[src/rtl/idma_txrx_req_scheduler.sv]
// Round-robin scheduler sharing one iDMA backend request port between NumReq frontends.
// An in-order tag FIFO routes each backend response back to the requester that issued it.
module idma_txrx_req_scheduler #(
    parameter int unsigned NumReq         = 4,
    parameter int unsigned TFLenWidth     = 32,
    parameter int unsigned AddrWidth      = 32,
    parameter int unsigned MaxOutstanding = 4
) (
    input  logic                             clk_i,
    input  logic                             rst_i,
    input  logic [NumReq-1:0]                req_valid_i,
    output logic [NumReq-1:0]                req_ready_o,
    input  logic [NumReq*TFLenWidth-1:0]     req_length_i,
    input  logic [NumReq*AddrWidth-1:0]      req_src_addr_i,
    input  logic [NumReq*AddrWidth-1:0]      req_dst_addr_i,
    input  logic [NumReq-1:0]                req_last_i,
    output logic                             be_req_valid_o,
    input  logic                             be_req_ready_i,
    output logic [TFLenWidth-1:0]            be_req_length_o,
    output logic [AddrWidth-1:0]             be_req_src_addr_o,
    output logic [AddrWidth-1:0]             be_req_dst_addr_o,
    output logic                             be_req_last_o,
    input  logic                             be_rsp_valid_i,
    output logic                             be_rsp_ready_o,
    input  logic                             be_rsp_error_i,
    output logic [NumReq-1:0]                rsp_valid_o,
    input  logic [NumReq-1:0]                rsp_ready_i,
    output logic                             rsp_error_o,
    output logic [$clog2(MaxOutstanding):0]  outstanding_o,
    output logic                             unexpected_rsp_o
);

    localparam int unsigned IdxW = $clog2(NumReq);
    localparam int unsigned PtrW = $clog2(MaxOutstanding);
    localparam int unsigned CntW = PtrW + 1;

    typedef logic [IdxW-1:0] idx_t;
    typedef logic [PtrW-1:0] ptr_t;
    typedef logic [CntW-1:0] cnt_t;
    typedef enum logic {IDLE, OFFER} state_e;

    localparam idx_t LastIdx = idx_t'(NumReq - 1);
    localparam cnt_t MaxCnt  = cnt_t'(MaxOutstanding);

    state_e state_q, state_d;
    idx_t   rr_ptr_q, rr_ptr_d;
    idx_t   sel_q, sel_d;
    idx_t   tag_mem_q [MaxOutstanding];
    idx_t   tag_mem_d [MaxOutstanding];
    ptr_t   wr_ptr_q, wr_ptr_d;
    ptr_t   rd_ptr_q, rd_ptr_d;
    cnt_t   count_q, count_d;
    logic   unexpected_q, unexpected_d;

    logic [TFLenWidth-1:0] len_arr [NumReq];
    logic [AddrWidth-1:0]  src_arr [NumReq];
    logic [AddrWidth-1:0]  dst_arr [NumReq];

    logic        arb_found;
    idx_t        arb_idx;
    idx_t        cand;
    int unsigned cand_sum;
    logic        fifo_full, fifo_empty;
    logic        push, pop;
    idx_t        head;

    for (genvar k = 0; k < NumReq; k++) begin : g_unpack
        assign len_arr[k] = req_length_i[k*TFLenWidth +: TFLenWidth];
        assign src_arr[k] = req_src_addr_i[k*AddrWidth +: AddrWidth];
        assign dst_arr[k] = req_dst_addr_i[k*AddrWidth +: AddrWidth];
    end

    assign fifo_full  = (count_q == MaxCnt);
    assign fifo_empty = (count_q == '0);
    assign head       = tag_mem_q[rd_ptr_q];

    // First valid requester at or after rr_ptr, wrapping modulo NumReq.
    always_comb begin
        arb_found = 1'b0;
        arb_idx   = '0;
        cand_sum  = '0;
        cand      = '0;
        for (int unsigned i = 0; i < NumReq; i++) begin
            cand_sum = 32'(rr_ptr_q) + i;
            if (cand_sum >= NumReq) begin
                cand_sum = cand_sum - NumReq;
            end
            cand = idx_t'(cand_sum);
            if (!arb_found && req_valid_i[cand]) begin
                arb_found = 1'b1;
                arb_idx   = cand;
            end
        end
    end

    always_comb begin
        state_d  = state_q;
        sel_d    = sel_q;
        rr_ptr_d = rr_ptr_q;
        case (state_q)
            IDLE: begin
                if (arb_found && !fifo_full) begin
                    sel_d   = arb_idx;
                    state_d = OFFER;
                end
            end
            OFFER: begin
                if (be_req_ready_i) begin
                    state_d  = IDLE;
                    rr_ptr_d = (sel_q == LastIdx) ? '0 : sel_q + idx_t'(1);
                end
            end
            default: state_d = IDLE;
        endcase
    end

    always_comb begin
        req_ready_o       = '0;
        be_req_valid_o    = 1'b0;
        be_req_length_o   = '0;
        be_req_src_addr_o = '0;
        be_req_dst_addr_o = '0;
        be_req_last_o     = 1'b0;
        if (state_q == OFFER && !rst_i) begin
            be_req_valid_o     = 1'b1;
            req_ready_o[sel_q] = be_req_ready_i;
            be_req_length_o    = len_arr[sel_q];
            be_req_src_addr_o  = src_arr[sel_q];
            be_req_dst_addr_o  = dst_arr[sel_q];
            be_req_last_o      = req_last_i[sel_q];
        end
    end

    // Responses are steered to the FIFO head; nothing is acknowledged while empty.
    always_comb begin
        rsp_valid_o    = '0;
        be_rsp_ready_o = 1'b0;
        rsp_error_o    = 1'b0;
        if (!rst_i) begin
            rsp_error_o = be_rsp_error_i;
            if (!fifo_empty) begin
                rsp_valid_o[head] = be_rsp_valid_i;
                be_rsp_ready_o    = rsp_ready_i[head];
            end
        end
    end

    assign push = (state_q == OFFER) && be_req_ready_i;
    assign pop  = be_rsp_valid_i && be_rsp_ready_o;

    always_comb begin
        tag_mem_d    = tag_mem_q;
        wr_ptr_d     = wr_ptr_q;
        rd_ptr_d     = rd_ptr_q;
        count_d      = count_q;
        unexpected_d = unexpected_q | (be_rsp_valid_i & fifo_empty);
        if (push) begin
            tag_mem_d[wr_ptr_q] = sel_q;
            wr_ptr_d            = wr_ptr_q + ptr_t'(1);
        end
        if (pop) begin
            rd_ptr_d = rd_ptr_q + ptr_t'(1);
        end
        case ({push, pop})
            2'b10:   count_d = count_q + cnt_t'(1);
            2'b01:   count_d = count_q - cnt_t'(1);
            default: count_d = count_q;
        endcase
    end

    assign outstanding_o    = rst_i ? '0 : count_q;
    assign unexpected_rsp_o = unexpected_q & ~rst_i;

    always_ff @(posedge clk_i) begin
        if (rst_i) begin
            state_q      <= IDLE;
            rr_ptr_q     <= '0;
            sel_q        <= '0;
            tag_mem_q    <= '{default: '0};
            wr_ptr_q     <= '0;
            rd_ptr_q     <= '0;
            count_q      <= '0;
            unexpected_q <= 1'b0;
        end else begin
            state_q      <= state_d;
            rr_ptr_q     <= rr_ptr_d;
            sel_q        <= sel_d;
            tag_mem_q    <= tag_mem_d;
            wr_ptr_q     <= wr_ptr_d;
            rd_ptr_q     <= rd_ptr_d;
            count_q      <= count_d;
            unexpected_q <= unexpected_d;
        end
    end

endmodule

[config.mk]
export PLATFORM = sky130hd
export DESIGN_NAME = idma_txrx_req_scheduler
export DESIGN_NICKNAME = d
export VERILOG_FILES = /design/src/rtl/idma_txrx_req_scheduler.sv
export SDC_FILE = /design/constraint.sdc
export NUM_CORES = 1
export LEC_CHECK = 0
export CAP_MARGIN = 20
export CELL_PAD_IN_SITES_DETAIL_PLACEMENT = 1
export CELL_PAD_IN_SITES_GLOBAL_PLACEMENT = 1
export CORE_AREA = 4 4 197 199
export CTS_CLUSTER_SIZE = 30
export DETAILED_ROUTE_END_ITERATION = 10
export DIE_AREA = 0 0 201 203
export DONT_BUFFER_PORTS = 1
export PLACE_DENSITY_LB_ADDON = 0.25
export REMOVE_ABC_BUFFERS = 1
export SETUP_SLACK_MARGIN = 0.2
export SYNTH_ARGS = -nofsm -noshare
export SYNTH_HDL_FRONTEND = slang
export SYNTH_SLANG_ARGS = --single-unit
[constraint.sdc]
create_clock -name clk_i -period 2.6 [get_ports clk_i]
set_input_delay 0.26 -clock clk_i [delete_from_list [all_inputs] [get_ports clk_i]]
set_output_delay 0.26 -clock clk_i [all_outputs]
set_load 0.005 [all_outputs]
* After elaboration in Yosys (flattened, before gate mapping)
Index checks and enable logic that the tools add are counted.
** Word-level totals
- Flip-flop bits (word level) :: 21
- Input port bits :: 401
- Output and inout bits :: 112
- Word-level logic and storage cells :: 132
** Operators by class
- $add $sub $neg :: 12
- Order comparisons :: 16
- Equality and inequality tests :: 4
- Multiplexer cells :: 60
- Bitwise logic cells :: 10
- Reductions and logical operators :: 19
** Operator list (count)
- two-way mux 32 bit :: 9
- binary-select mux 32 bit (select 2 bit) :: 3
- two-way mux 2 bit :: 12
- two-way mux 1 bit :: 19
- greater-or-equal comparator 3 bit, second input constant :: 6
- less-than comparator 2 x 3 -> 1 bit, second input constant :: 6
- binary-select mux 1 bit (select 2 bit) :: 6
- two-way mux 4 bit :: 3
- logical AND 1 bit :: 10
- inverter 2 -> 3 bit :: 3
- bitwise AND 4 bit :: 2
- bitwise mux 8 bit :: 1
- subtractor 2 x 1 -> 2 bit, second input constant :: 4
- adder 2 x 1 -> 2 bit, second input constant :: 3
- adder 2 x 2 -> 3 bit, second input constant :: 2
- case mux 3 bit (2 select lines) :: 1
- zero test 1 bit :: 5
- binary-select mux 2 bit (select 2 bit) :: 1
- demux 1 bit (select 2 bit) :: 2
- demux 2 bit (select 2 bit) :: 1
- equality test 2 bit, second input constant :: 2
- greater-or-equal comparator 2 x 1 -> 1 bit, second input constant :: 2
- AND reduction 2 bit :: 2
- adder 2 x 1 -> 3 bit, second input constant :: 1
- other kinds (13) :: 15

* Depth between registers and ports, before layout
- Word-level depth :: 17
- Depth in mapped cells :: 9
- Mapped depth without buffers :: 9

* Least setup slack after synthesis
No wires, ideal clock.
- Kind :: flip-flop to flip-flop
- From :: register rd_ptr_q[0]
- To :: register count_q[2]
- Library setup time :: 0.070 ns
- Arrival time :: 2.820 ns
- Data required time :: 2.530 ns
- Path slack :: -0.290 ns
- Cell stages (with the launch flop) :: 10
- Clock period less this slack :: 2.890 ns
- Cells stage by stage :: dfxtp_1 > mux4_2 > or4b_4 > o22ai_2 > ha_1 > inv_1 > fa_1 > xor2_1 > or3_1 > a21oi_1
** On the way
- Cells in the longest elaborated chain, start to end :: 11
- Elaborated cells on any way between the ends :: 13
- Those cells by class :: 2 x eq/ne; 8 x mux; 1 x bitwise; 2 x reduce/logical
** RTL lines
- from (decl) :: RTL line 51 : ptr_t rd_ptr_q, rd_ptr_d;
- from (signal assigned) :: RTL line 190 : rd_ptr_q <= rd_ptr_d;
- inverter 2 -> 3 bit (implied by the code) * :: RTL line 75 : assign head = tag_mem_q[rd_ptr_q];
- binary-select mux 2 bit (select 2 bit) * :: RTL line 75
- two-way mux 2 bit (implied by the code) * (2 in series) :: RTL line 75
- binary-select mux 1 bit (select 2 bit) * :: RTL line 143 : be_rsp_ready_o = rsp_ready_i[head];
- two-way mux 1 bit (implied by the code) * :: RTL line 143
- two-way mux 1 bit * :: RTL line 141 : if (!fifo_empty) begin
- two-way mux 1 bit * :: RTL line 139 : if (!rst_i) begin
- logical AND 1 bit * :: RTL line 149 : assign pop = be_rsp_valid_i && be_rsp_ready_o;
- net pop :: RTL line 64 : logic push, pop;
- equality test 2 x 1 -> 1 bit / equality test 2 bit (equally long branches) :: RTL line 164 : case ({push, pop})
- case mux 3 bit (2 select lines) / nonzero test 2 bit (equally long branches)
- to (signal assigned) :: RTL line 191 : count_q <= count_d;
- to (decl) :: RTL line 52 : cnt_t count_q, count_d;
Mark *: on every way through the listed nets, which the timed path passes. The rest lies on a longest branch. The select of a mux whose other input is x is not followed.
A chain may end at the register's enable or synchronous reset.

* Worst setup path after layout
Ends and elaborated chain as after synthesis.

==> insert_results.sql <==
INSERT INTO impl_metrics (metric_group, metric, value, unit) VALUES
('drt', 'total_via_count_in_the_routed_design', '3571', ''),
('synth', 'average_cell_area_after_synthesis', '11.06', 'sq um'),
('cts', 'tritoncts', 'done', ''),
('sta', 'timing.final.hold_violations', '0', ''),
('floorplanning', 'total_die_area', '40800', 'sq um'),
('placed_design', 'placement.cell_area', '4750', 'sq um'),
('setup_path', 'timing_worst_setup_path_type', 'register to register', ''),
('setup_path', 'cpLargestDelayFamily', 'simple AND/OR/NAND/NOR gates', ''),
('cts', 'clock_path_buffers', '2', ''),
('hold_path', 'hp-class', 'input pin to register', ''),
('drt', 'finalWirelength', '22530', 'um'),
('final_layout', 'layout.cells.most_common', 'mux4_2', ''),
('setup_path', 'critical_path.max_fanout', '2', ''),
('sta', 'worst_clk_skew', '0.005675', 'ns'),
('cts', 'clock_tree.htree_level_count', '1', ''),
('cts', 'cts.root.buffer_cell', 'clkbuf_16', ''),
('setup_path', 'slowest_delay', '0.52', 'ns'),
('final_layout', 'finish.net_count', '772', ''),
('global_route', 'grt_pass1_vias', '3671', ''),
('global_route', 'grt_overflow', '0', ''),
('sta', 'max_slew_margin', '53.08', '%'),
('floorplanning', 'row_count', '71', ''),
('synth', 'postSynthRegisterBits', '21', ''),
('setup_path', 'critPathCaptureType', 'register', ''),
('cts', 'cts_hold_repair_buffers', '0', ''),
('pwr', 'pwr_density', '272.7', 'nW/um^2'),
('synth', 'synth_cell_types', '33', ''),
('pwr', 'worst_vdd_rail_ir_drop', '0.0001705', 'V'),
('sta', 'report.final.setup_viol', '2', ''),
('cts', 'cts_made_buffers', '3', ''),
('sta', 'fin_hold_ws', '0.07011', 'ns'),
('drt', 'detail_route.first_pass.iterations', '4', ''),
('cts', 'cts.sinks', '21', ''),
('synth', 'synth_flop_cell', 'dfxtp_1', ''),
('floorplanning', 'die_width', '201', 'um'),
('job', 'maxCapViolCount', '0', ''),
('synth', 'synthesis.area', '4138', 'sq um'),
('synth', 'instance_count_of_the_mapped_netlist', '374', ''),
('drt', 'detail-route-antenna-nets', '0', ''),
('setup_path', 'start_kind', 'register', ''),
('placed_design', 'port_buffers', '0', ''),
('global_route', 'pin_count_of_the_biggest_net_entering_global_routing', '99', ''),
('final_layout', 'fin_area', '4950', 'sq um'),
('sta', 'tns', '-0.2356', 'ns'),
('setup_path', 'worst_ep_arrival_time', '3.00', 'ns'),
('global_route', 'first_pass_grt_wire_length', '30420', 'um'),
('run_status', 'failed_checks', 'negative setup slack', ''),
('final_layout', 'fin_util', '13.30', '%'),
('floorplanning', 'initial_utilization', '11.12', '%'),
('sta', 'final.period_utilization', '108.2', '%'),
('floorplanning', 'die_h', '203', 'um'),
('setup_path', 'timing.critical_path.cells', 'mux4_2 -> or4b_4 -> o22ai_4 -> ha_2 -> inv_2 -> fa_2 -> xor2_1 -> or3_1 -> a21oi_2', ''),
('synth', 'async_flop_share', '0', '%'),
('synth', 'synth.yosys.warnings', '0', ''),
('synth', 'number_of_flops_mapped_to_enable_cells_by_yosys', '0', ''),
('sta', 'worst_pin_slew', '0.7038', 'ns'),
('drt', 'via_per_inst', '4.261', ''),
('drt', 'route.detailed.wl_per_inst', '26.89', 'um'),
('synth', 'yosysSeqAreaShare', '10.16', '%'),
('pwr', 'static-leakage-power', '1.376', 'nW'),
('global_route', 'antenna_violations_before_repair', '12', ''),
('sta', 'rsz0062_at_grt', 'yes', ''),
('global_route', 'globalRouteTotalUtil', '9.880', '%'),
('sta', 'final_critical_path_setup_slack', '-0.2129', 'ns'),
('cts', 'clk_pin_slew_worst_paths', '0.06', 'ns'),
('run_status', 'status', 'finished, violations left', ''),
('floorplanning', 'floorplan.core_area', '37220', 'sq um'),
('sta', 'maxClockFrequency', '355.5', 'MHz'),
('cts', 'clk-insertion-delay-late', '0.25', 'ns'),
('setup_path', 'critPathSlowestCell', 'mux4_2', ''),
('final_layout', 'areaGrowthSynthToFinish', '19.63', '%'),
('placed_design', 'globalplace.congestion', '0.8380', ''),
('sta', 'drv_slew', '0', ''),
('drt', 'drcViolationCount', '0', ''),
('setup_path', 'worstPathRequired', '2.79', 'ns'),
('placed_design', 'place.detailed.hpwl', '19900', 'um'),
('floorplanning', 'io-pin-count', '513', ''),
('final_layout', 'drive_above_1_share', '39.72', '%'),
('setup_path', 'worst-path-buf-inv', '1', ''),
('sta', 'layout_min_cycle_time', '2.813', 'ns'),
('drt', 'detail_route.iter0.violations', '294', ''),
('final_layout', 'layout_common_cells', '99 x mux4_2, 98 x and2_1, 19 x nand2_1', '');
==> registers in the layout, summed over array words and instances (netlist names) <==
| name | cells |
|---|---|
| state_q | 1 |
| unexpected_q | 1 |
| rd_ptr_q | 2 |
| count_q | 3 |
| wr_ptr_q | 2 |
| sel_q | 2 |
| rr_ptr_q | 2 |
| tag_mem_q | 8 |
==> report_power, final <==
| part | internal, mW | switching (mW) | total (mW) |
|---|---|---|---|
| Combinational | 0.376 | 0.294 | 0.670 |
| Clock | 0.209 | 0.123 | 0.332 |
| Sequential | 0.334 | 0.0134 | 0.348 |
==> cells by family (layout without fill, tap and decap cells) <==
group,Yosys count,after routing,synth area share (%)
AND/OR/NAND/NOR,161,161,22.59
other,0,4,0
adder cells (fa/ha/maj),10,10,3.205
XOR/XNOR,4,4,0.8468
AO/OA/AOI/OAI,26,26,3.629
flip-flops,21,21,10.16
multiplexers,103,103,54.85
buffers and inverters,49,35,4.717
==> metal layers <==
| metal | global-route usage, % | wire length, um | up-vias |
|---|---|---|---|
| li1 | - | - | 1417 |
| met1 | 12.31 | 8860 | 1881 |
| met2 | 17.39 | 11630 | 243 |
| met3 | 3.258 | 1894 | 22 |
| met4 | 0.7866 | 94 | 8 |
| met5 | 0 | 51 | - |
==> cells in the mapped netlist, types with 2 or more instances <==
cell type	instances	area, sq um
a21oi_1	20	100.1
and2_1	98	613.1
and2b_2	2	17.52
buf_1	3	11.26
buf_2	9	45.04
clkbuf_1	28	105.1
dfxtp_1	21	420.4
ha_1	9	112.6
inv_1	8	30.03
mux2i_1	4	40.04
mux4_2	99	2230
nand2_1	19	71.32
nand2b_1	3	18.77
nand3_1	8	40.04
nor2_1	14	52.55
nor2b_1	5	31.28
nor3_1	2	10.01
nor3b_1	4	30.03
nor4_1	2	12.51
xnor2_1	2	17.52
xor2_1	2	17.52
==> per-stage QoR <==
step	setup slack (ns)	instances	total power, mW
after floorplan	-2.694	334	0.9205
after detailed placement	-0.3208	825	1.019
after CTS	-0.2875	833	1.375
after global routing	-0.3069	835	1.434
after global placement	-0.2308	825	0.9994
final	-0.2129	838	1.350
==> final timing paths <==
path                                     to                 startpoint  slack, ns  depth (start not counted)
setup / recovery    count_q[2]$_SDFFE_PP0P_   rd_ptr_q[0]$_SDFFE_PP0P_      -0.21                          9
hold / removal      count_q[2]$_SDFFE_PP0P_                      rst_i       0.07                          1
setup reg to reg    count_q[2]$_SDFFE_PP0P_   rd_ptr_q[0]$_SDFFE_PP0P_      -0.21                          9
hold reg to reg   tag_mem_q[1]$_SDFFE_PP0P_  tag_mem_q[1]$_SDFFE_PP0P_       0.46                          2
==> cell type report <==
class                   instances  area (sq um)
clock buffers                   3         75.07
fillers                      4316         32270
inverters                       9         33.78
clock inverters                 1         6.256
diodes                          4         10.01
repair buffers                 22         206.4
multi-input cells             304          3596
flip-flops and latches         21         429.2
well taps                     474         593.1
==> repair_timing <==
item,CTS,global route
endpoints found under the setup margin,3,6
pin swaps,5,4
resized for setup,13,3
setup buffers,4,1
Note: power is estimated with default switching activity, not from simulation.
